### src/rtl/frame_writer_background.sv
// Streams raster-order RGB pixels into the background frame RAM, mapping each
// colour back to its 4-bit wood-palette index through a two-stage pipeline.
module frame_writer_background #(
   parameter int H_PIXELS = 640,
   parameter int V_PIXELS = 480,
   parameter int ADDR_W   = 19,
   parameter int IDX_W    = 4
) (
   input  logic              Clk,
   input  logic              Reset,
   input  logic              start,
   input  logic              abort,
   input  logic [23:0]       pixel_in,
   input  logic              pixel_valid,
   output logic              pixel_ready,
   output logic              wr_en,
   output logic [ADDR_W-1:0] wr_addr,
   output logic [IDX_W-1:0]  wr_data,
   output logic              busy,
   output logic              done,
   output logic [ADDR_W-1:0] miss_count
);

   localparam int NUM_COLORS = 11;
   localparam logic [ADDR_W-1:0] LAST_ADDR = ADDR_W'(H_PIXELS * V_PIXELS - 1);
   localparam logic [ADDR_W-1:0] MISS_MAX  = '1;
   localparam logic [23:0] PALETTE [NUM_COLORS] = '{
      24'hFF0000, 24'h3B2012, 24'h4B2A15, 24'h5B3719, 24'h774425, 24'hA05B2A,
      24'hAB672D, 24'hBA6F32, 24'h3B2011, 24'h462612, 24'h754324
   };

   typedef enum logic [1:0] {IDLE, FILL, DRAIN, DONE} state_t;

   state_t              state_q, state_d;
   logic [ADDR_W-1:0]   cnt_q, cnt_d;
   logic                s1_valid_q, s1_valid_d;
   logic [23:0]         s1_pixel_q, s1_pixel_d;
   logic [ADDR_W-1:0]   s1_addr_q, s1_addr_d;
   logic                wr_en_q, wr_en_d;
   logic [ADDR_W-1:0]   wr_addr_q, wr_addr_d;
   logic [IDX_W-1:0]    wr_data_q, wr_data_d;
   logic [ADDR_W-1:0]   miss_q, miss_d;
   logic                accept;
   logic                hit;
   logic [IDX_W-1:0]    match_idx;
   logic                aborting;

   assign accept   = (state_q == FILL) && pixel_valid;
   assign aborting = abort && ((state_q == FILL) || (state_q == DRAIN));

   // Scan from the top so the lowest matching index is the one that sticks.
   always_comb begin
      hit       = 1'b0;
      match_idx = '0;
      for (int i = NUM_COLORS - 1; i >= 0; i--) begin
         if (s1_pixel_q == PALETTE[i]) begin
            hit       = 1'b1;
            match_idx = IDX_W'(i);
         end
      end
   end

   always_comb begin
      // NOTE: every signal gets a default up front so no path can infer a latch.
      state_d    = state_q;
      cnt_d      = cnt_q;
      s1_valid_d = 1'b0;
      s1_pixel_d = s1_pixel_q;
      s1_addr_d  = s1_addr_q;
      wr_en_d    = s1_valid_q;
      wr_addr_d  = wr_addr_q;
      wr_data_d  = wr_data_q;
      miss_d     = miss_q;

      if (accept) begin
         s1_valid_d = 1'b1;
         s1_pixel_d = pixel_in;
         s1_addr_d  = cnt_q;
         cnt_d      = cnt_q + ADDR_W'(1);
      end

      if (s1_valid_q) begin
         wr_addr_d = s1_addr_q;
         wr_data_d = hit ? match_idx : '0;
         if (!hit && (miss_q != MISS_MAX)) miss_d = miss_q + ADDR_W'(1);
      end

      case (state_q)
         IDLE: begin
            if (start) begin
               state_d = FILL;
               cnt_d   = '0;
               miss_d  = '0;
            end
         end
         FILL:    if (accept && (cnt_q == LAST_ADDR)) state_d = DRAIN;
         DRAIN:   if (!s1_valid_q && !wr_en_q) state_d = DONE;
         DONE:    state_d = IDLE;
         default: state_d = IDLE;
      endcase

      // Cancelling drops in-flight beats without writing or counting them.
      if (aborting) begin
         state_d    = IDLE;
         s1_valid_d = 1'b0;
         wr_en_d    = 1'b0;
         wr_addr_d  = wr_addr_q;
         wr_data_d  = wr_data_q;
         miss_d     = miss_q;
      end
   end

   // NOTE: sequential state uses non-blocking assignments only.
   always_ff @(posedge Clk or negedge Reset) begin
      if (!Reset) begin
         state_q    <= IDLE;
         cnt_q      <= '0;
         s1_valid_q <= 1'b0;
         s1_pixel_q <= '0;
         s1_addr_q  <= '0;
         wr_en_q    <= 1'b0;
         wr_addr_q  <= '0;
         wr_data_q  <= '0;
         miss_q     <= '0;
      end else begin
         state_q    <= state_d;
         cnt_q      <= cnt_d;
         s1_valid_q <= s1_valid_d;
         s1_pixel_q <= s1_pixel_d;
         s1_addr_q  <= s1_addr_d;
         wr_en_q    <= wr_en_d;
         wr_addr_q  <= wr_addr_d;
         wr_data_q  <= wr_data_d;
         miss_q     <= miss_d;
      end
   end

   assign pixel_ready = (state_q == FILL);
   assign busy        = (state_q == FILL) || (state_q == DRAIN);
   assign done        = (state_q == DONE);
   assign wr_en       = wr_en_q;
   assign wr_addr     = wr_addr_q;
   assign wr_data     = wr_data_q;
   assign miss_count  = miss_q;

endmodule
### config.mk
export PLATFORM = sky130hd
export DESIGN_NAME = frame_writer_background
export DESIGN_NICKNAME = d
export VERILOG_FILES = /design/src/rtl/frame_writer_background.sv
export SDC_FILE = /design/constraint.sdc
export NUM_CORES = 1
export LEC_CHECK = 0
export BUFFER_PORTS_ARGS = -buffer_cell sky130_fd_sc_hd__clkbuf_2
export CORE_ASPECT_RATIO = 1.75
export CORE_MARGIN = 8
export CORE_UTILIZATION = 54
export CTS_CLUSTER_SIZE = 25
export DETAILED_ROUTE_END_ITERATION = 16
export GPL_TIMING_DRIVEN = 0
export PLACE_DENSITY = 0.77
export SYNTH_ARGS = -nofsm -noshare
export SYNTH_HDL_FRONTEND = slang
export SYNTH_SLANG_ARGS = --single-unit
### constraint.sdc
create_clock -name Clk -period 3.91 [get_ports Clk]
set_input_delay 0.1955 -clock Clk [delete_from_list [all_inputs] [get_ports Clk]]
set_output_delay 0.1955 -clock Clk [all_outputs]
set_load 0.01 [all_outputs]
# --- After elaboration in Yosys (flattened, before gate mapping) ---
# Cells that the tools add are included.
# Widths: inputs -> output; s select.
word_totals:
  reg_bits: 108
  wordCells: 81
  inputBits: 29
  output_inout_bits: 46
classes:
  n_reduce_logical: 12
  addsub: 2
  n_mux: 38
  n_bitwise: 1
  eq_ne: 19
op_table:
  columns: ["cell", "n"]
  rows:
  - ["$mux 19", 7]
  - ["$eq 24x23->1 const B", 5]
  - ["$eq 24x24->1 const B", 4]
  - ["$eq 24x22->1 const B", 2]
  - ["$mux 4", 12]
  - ["$add 19x1->19 const B", 2]
  - ["$eq 19x19->1 const B", 1]
  - ["$ne 19x19->1 const B", 1]
  - ["$mux 1", 14]
  - ["$mux 2", 4]
  - ["$pmux 2 s4", 1]
  - ["$logic_and 1x1->1", 5]
  - ["$eq 2x2->1 const B", 2]
  - ["$logic_not 1->1", 3]
  - ["$ne 3x1->1 const B", 1]
  - ["$ne 3x2->1 const B", 1]
  - ["$ne 3x3->1 const B", 1]
  - ["$reduce_and 3->1", 1]
  - ["$eq 2x1->1 const B", 1]
  - ["$logic_not 2->1", 1]
  - ["$reduce_and 2->1", 1]
  - ["$logic_or 1x1->1", 1]
  - ["$not 1->1", 1]

# --- Logic depth before layout (Yosys ltp) ---
depth:
  ltp_word: 18
  depth_mapped: 12
  mapped_depth_nobuf: 10

# --- Least setup slack after synthesis ---
# No wires, ideal clock.
synth_timing:
  path_type: "flip-flop to flip-flop"
  from: "register s1_pixel_q[20]"
  to: "register miss_q[12], in the netlist miss_count[12]"
  stages_incl_launch_ff: 10
  path_buffers: 2
  setup_time_ns: 0.076
  slack_ns: 1.193
  period_less_slack_ns: 2.717
  t_required_ns: 3.834
  t_arrival_ns: 2.641
  path_cell_list: "dfrtp_1 > or4b_1 > or4_4 > or4_4 > and3b_4 > nand3_4 > buf_6 > buf_12 > o31ai_2 > a21oi_2"
synth_via:
  elab_chain_cells: 18
  word_cells_on_any_way: 28
  cone_classes: "eq/ne (11); mux (15); reduce/logical (2)"
synth_lines:
  columns: ["item", "line_no", "text"]
  rows:
  - ["from (decl)", "37", "logic [23:0] s1_pixel_q, s1_pixel_d;"]
  - ["from (signal assigned)", "129", "s1_pixel_q <= s1_pixel_d;"]
  - ["$eq 24x23->1", "56", "if (s1_pixel_q == PALETTE[i]) begin"]
  - ["$mux 1 (10 in series)", "56", null]
  - ["$mux 1 *", "56", null]
  - ["$logic_not 1->1 *", "85", "if (!hit && (miss_q != MISS_MAX)) miss_d = miss_q + ADDR_W'(1);"]
  - ["$logic_and 1x1->1 *", "85", null]
  - ["$mux 19 *", "85", null]
  - ["$mux 19 *", "82", "if (s1_valid_q) begin"]
  - ["$mux 19", "90", "if (start) begin"]
  - ["$mux 19 *", "88", "case (state_q)"]
  - ["to (signal assigned)", "134", "miss_q <= miss_d;"]
  - ["to (decl)", "42", "logic [ADDR_W-1:0] miss_q, miss_d;"]
# Mark *: on every way between the ends. The rest lies on a longest branch, timed or not.
# A chain may end at the register's enable or synchronous reset.

# --- Worst setup path in the final report ---
layout_timing:
  from: "register s1_pixel_q[20]"
  to: "register miss_q[14], in the netlist miss_count[14]"
# The elaborated chain is that of the path after synthesis.

==> impl_metrics.json <==
{
  "synth_edf_count": 0,
  "drive_gt1_frac": 0.169,
  "placed_cell_area_um2": 5800,
  "grt_pass1_wl_um": 22700,
  "crit_start": "s1_pixel_q[20]$_DFFE_PN0P_",
  "worstPathRequired_ns": 4.18,
  "postRouteAntennaNets": 0,
  "ys_types": 55,
  "ys_top_cells_by_area": "dfrtp_1 (51%), nand2_1 (15%), nor2_1 (2.4%)",
  "hpwl_um": 9980,
  "drt_pre_antenna_iters": 4,
  "yosysSeqAreaShare": 0.513,
  "stdcell_area_um2": 6120,
  "grt_pass1_vias": 4551,
  "worstSetupPathType": "reg2reg",
  "r2r_start": "s1_pixel_q[20]$_DFFE_PN0P_",
  "synth.avg_cell_area_um2": 9.02,
  "async_reset_ff_frac": 1.00,
  "fin_skew_ns": 0.00979,
  "cts_tree": "done",
  "antenna_cells": 0,
  "peakVddDrop_mv": 0.279,
  "crit_fanout": 10,
  "drt_iter0_drc": 274,
  "final_nets": 705,
  "synthFlopType": "dfrtp_1",
  "rsz0062_at_grt": "no",
  "gp_congestion": 0.950,
  "clock_latency_ns": 0.35,
  "ff2ff_setup_slack_ns": 0.93,
  "maxSlewViolCount": 0,
  "ios": 75,
  "drt-wirelength-per-cell_um": 17.0,
  "yosysTopAreaCell": "dfrtp_1",
  "status": "finished, final reports clean",
  "path_clk_slew_ns": 0.08,
  "numCtsBuffers": 9,
  "drc": 0,
  "p_leak_nw": 2.99,
  "dieArea_um2": 13300,
  "syn-instance-count": 584,
  "synth.top_cell.area_share": 0.513,
  "io_buffer_count": 74,
  "slew_headroom": 0.443,
  "cp.arrival_ns": 3.25,
  "vias": 4616,
  "synth_warnings": 0,
  "die_x_um": 90.7,
  "ff2ff_path_depth": 9,
  "pre_cts_ws_ns": 0.970,
  "routed_wirelength_um": 13600,
  "antenna_found_initial": 0,
  "grt_overflow": 0,
  "hold_viol": 0,
  "cts_htree_levels": 3,
  "finalSetupViolations": 0,
  "syn_to_final_growth_pct": 16.2,
  "clockBufferDepth": 2,
  "tightest_slew_ns": 0.836,
  "vias_per_cell": 5.79,
  "hp-class": "in2reg",
  "die_h_um": 147,
  "cts_num_sinks": 108,
  "setup_ws_ns": 0.933,
  "powerDensity_nw_per_um2": 553,
  "crit_path_start_kind": "flip-flop",
  "maxCapViolCount": 0,
  "worst_setup_path_end_kind": "flip-flop",
  "hold_slack_ns": 0.0386,
  "root_buffer": "clkbuf_16",
  "max_freq_mhz": 336,
  "grt_max_degree": 109,
  "synth-seq-cells": 108,
  "fin_crit_ns": 2.98,
  "setup_tns_ns": 0,
  "crit_end": "miss_count[14]$_DFFE_PN0N_",
  "grt_util_all_layers": 0.210,
  "start_util": 0.557,
  "syn-num-nets": 619,
  "core-area_um2": 9470,
  "r2r-end": "miss_count[14]$_DFFE_PN0N_",
  "synth_area_um2": 5270,
  "std_cell_rows": 47,
  "fin_crit_sh": 0.761
}
## synthesized netlist by cell type (all sizes together) (5+ instances only)
cell    number
nand2b       6
o31ai        7
nand4b       6
ha           6
nand4       16
clkbuf      11
xor2        14
nand3       17
nor4b        6
nand2      217
nor3         5
or3          5
nor4         6
buf         10
nand3b       6
dfrtp      108
inv          7
and3         6
o21ai       12
nor2        33
or4         17
a21oi       16
and2         5
xnor2        7
or4b         6
## sequential cells by signal, summed over array words and instances (netlist names)
name,flops
s1_pixel_q,24
s1_valid_q,1
s1_addr_q,19
state_q,2
wr_data,4
wr_addr,19
cnt_q,19
miss_count,19
wr_en,1
## critical path: stages, from the launching register on
cell	delay, ns
dfrtp_1	0.44
or4b_1	0.55
or4_4	0.53
or4_4	0.56
and3b_4	0.24
nand3_4	0.09
buf_6	0.16
buf_12	0.15
o31ai_2	0.07
a21oi_2	0.13
## layer usage
layer,share of wire,vias up,track usage
met4,0.038,0,0.111
met2,0.54,141,0.373
met3,0.045,37,0.0354
li1,-,2180,-
met5,0,-,0
met1,0.38,2258,0.232
## worst min path at each step
stage,end,slack [ns],start,depth (start not counted)
after global placement,s1_pixel_q[23]$_DFFE_PN0P_,0.39,pixel_in[23],3
after floorplan,cnt_q[0]$_DFF_PN0_,-0.10,Reset,0
after CTS,s1_pixel_q[19]$_DFFE_PN0P_,0.03,pixel_in[19],3
after detailed placement,s1_pixel_q[10]$_DFFE_PN0P_,0.36,Reset,1
after global routing,s1_pixel_q[10]$_DFFE_PN0P_,0.04,pixel_in[10],3
final,s1_pixel_q[21]$_DFFE_PN0P_,0.04,pixel_in[21],3
## cells by family (layout without fill, tap and decap cells)
| family | Yosys count | after routing | synth area share |
|---|---|---|---|
| buf+inv | 28 | 119 | 0.0247 |
| mux | 1 | 1 | 0.00190 |
| fa+ha+maj | 6 | 6 | 0.0142 |
| compound gates | 51 | 51 | 0.0698 |
| xor+xnor | 21 | 21 | 0.0349 |
| simple gates | 369 | 369 | 0.342 |
| flops | 108 | 108 | 0.513 |
## cell usage in the layout, fill, tap and decap left out, types with 7 or more instances in the layout
| master | instances |
|---|---|
| o21ai_0 | 9 |
| nand4_1 | 16 |
| clkbuf_2 | 73 |
| a21oi_1 | 10 |
| xnor2_1 | 7 |
| clkbuf_1 | 11 |
| nand2_1 | 217 |
| inv_1 | 7 |
| or4_1 | 15 |
| nand3_1 | 16 |
| dfrtp_1 | 108 |
| nor2_1 | 33 |
| xor2_1 | 14 |
| clkbuf_16 | 9 |
| buf_1 | 7 |
## final cells by class
cell class,count,area [um2]
Buffer,21,104
Clock buffer,9,225
Clock inverter,7,86.3
Fill cell,807,3340
Inverter,7,26.3
Multi-Input combinational cell,448,2440
Sequential cell,108,2700
Tap cell,122,153
Timing Repair Buffer,75,389
## stage by stage
stage	util	cells	total power, mW
finish	0.647	797	3.39
global route	0.647	797	3.59
CTS	0.647	797	3.40
detailed placement	0.613	780	2.45
global placement	0.612	780	2.42
floorplan	-	584	2.10
## report_power, final
| part | total, mW | internal (mW) | switching [mW] |
|---|---|---|---|
| combinational | 0.898 | 0.337 | 0.561 |
| sequential | 1.55 | 1.29 | 0.254 |
| clock | 0.940 | 0.508 | 0.432 |
## repair_timing
action / in CTS / in global routing
resized for setup: 0 / 0
hold endpoints to repair: 6 / 0
hold buffers: 1 / 0
setup buffers: 0 / 0
Power figures use the tool's default switching activity.
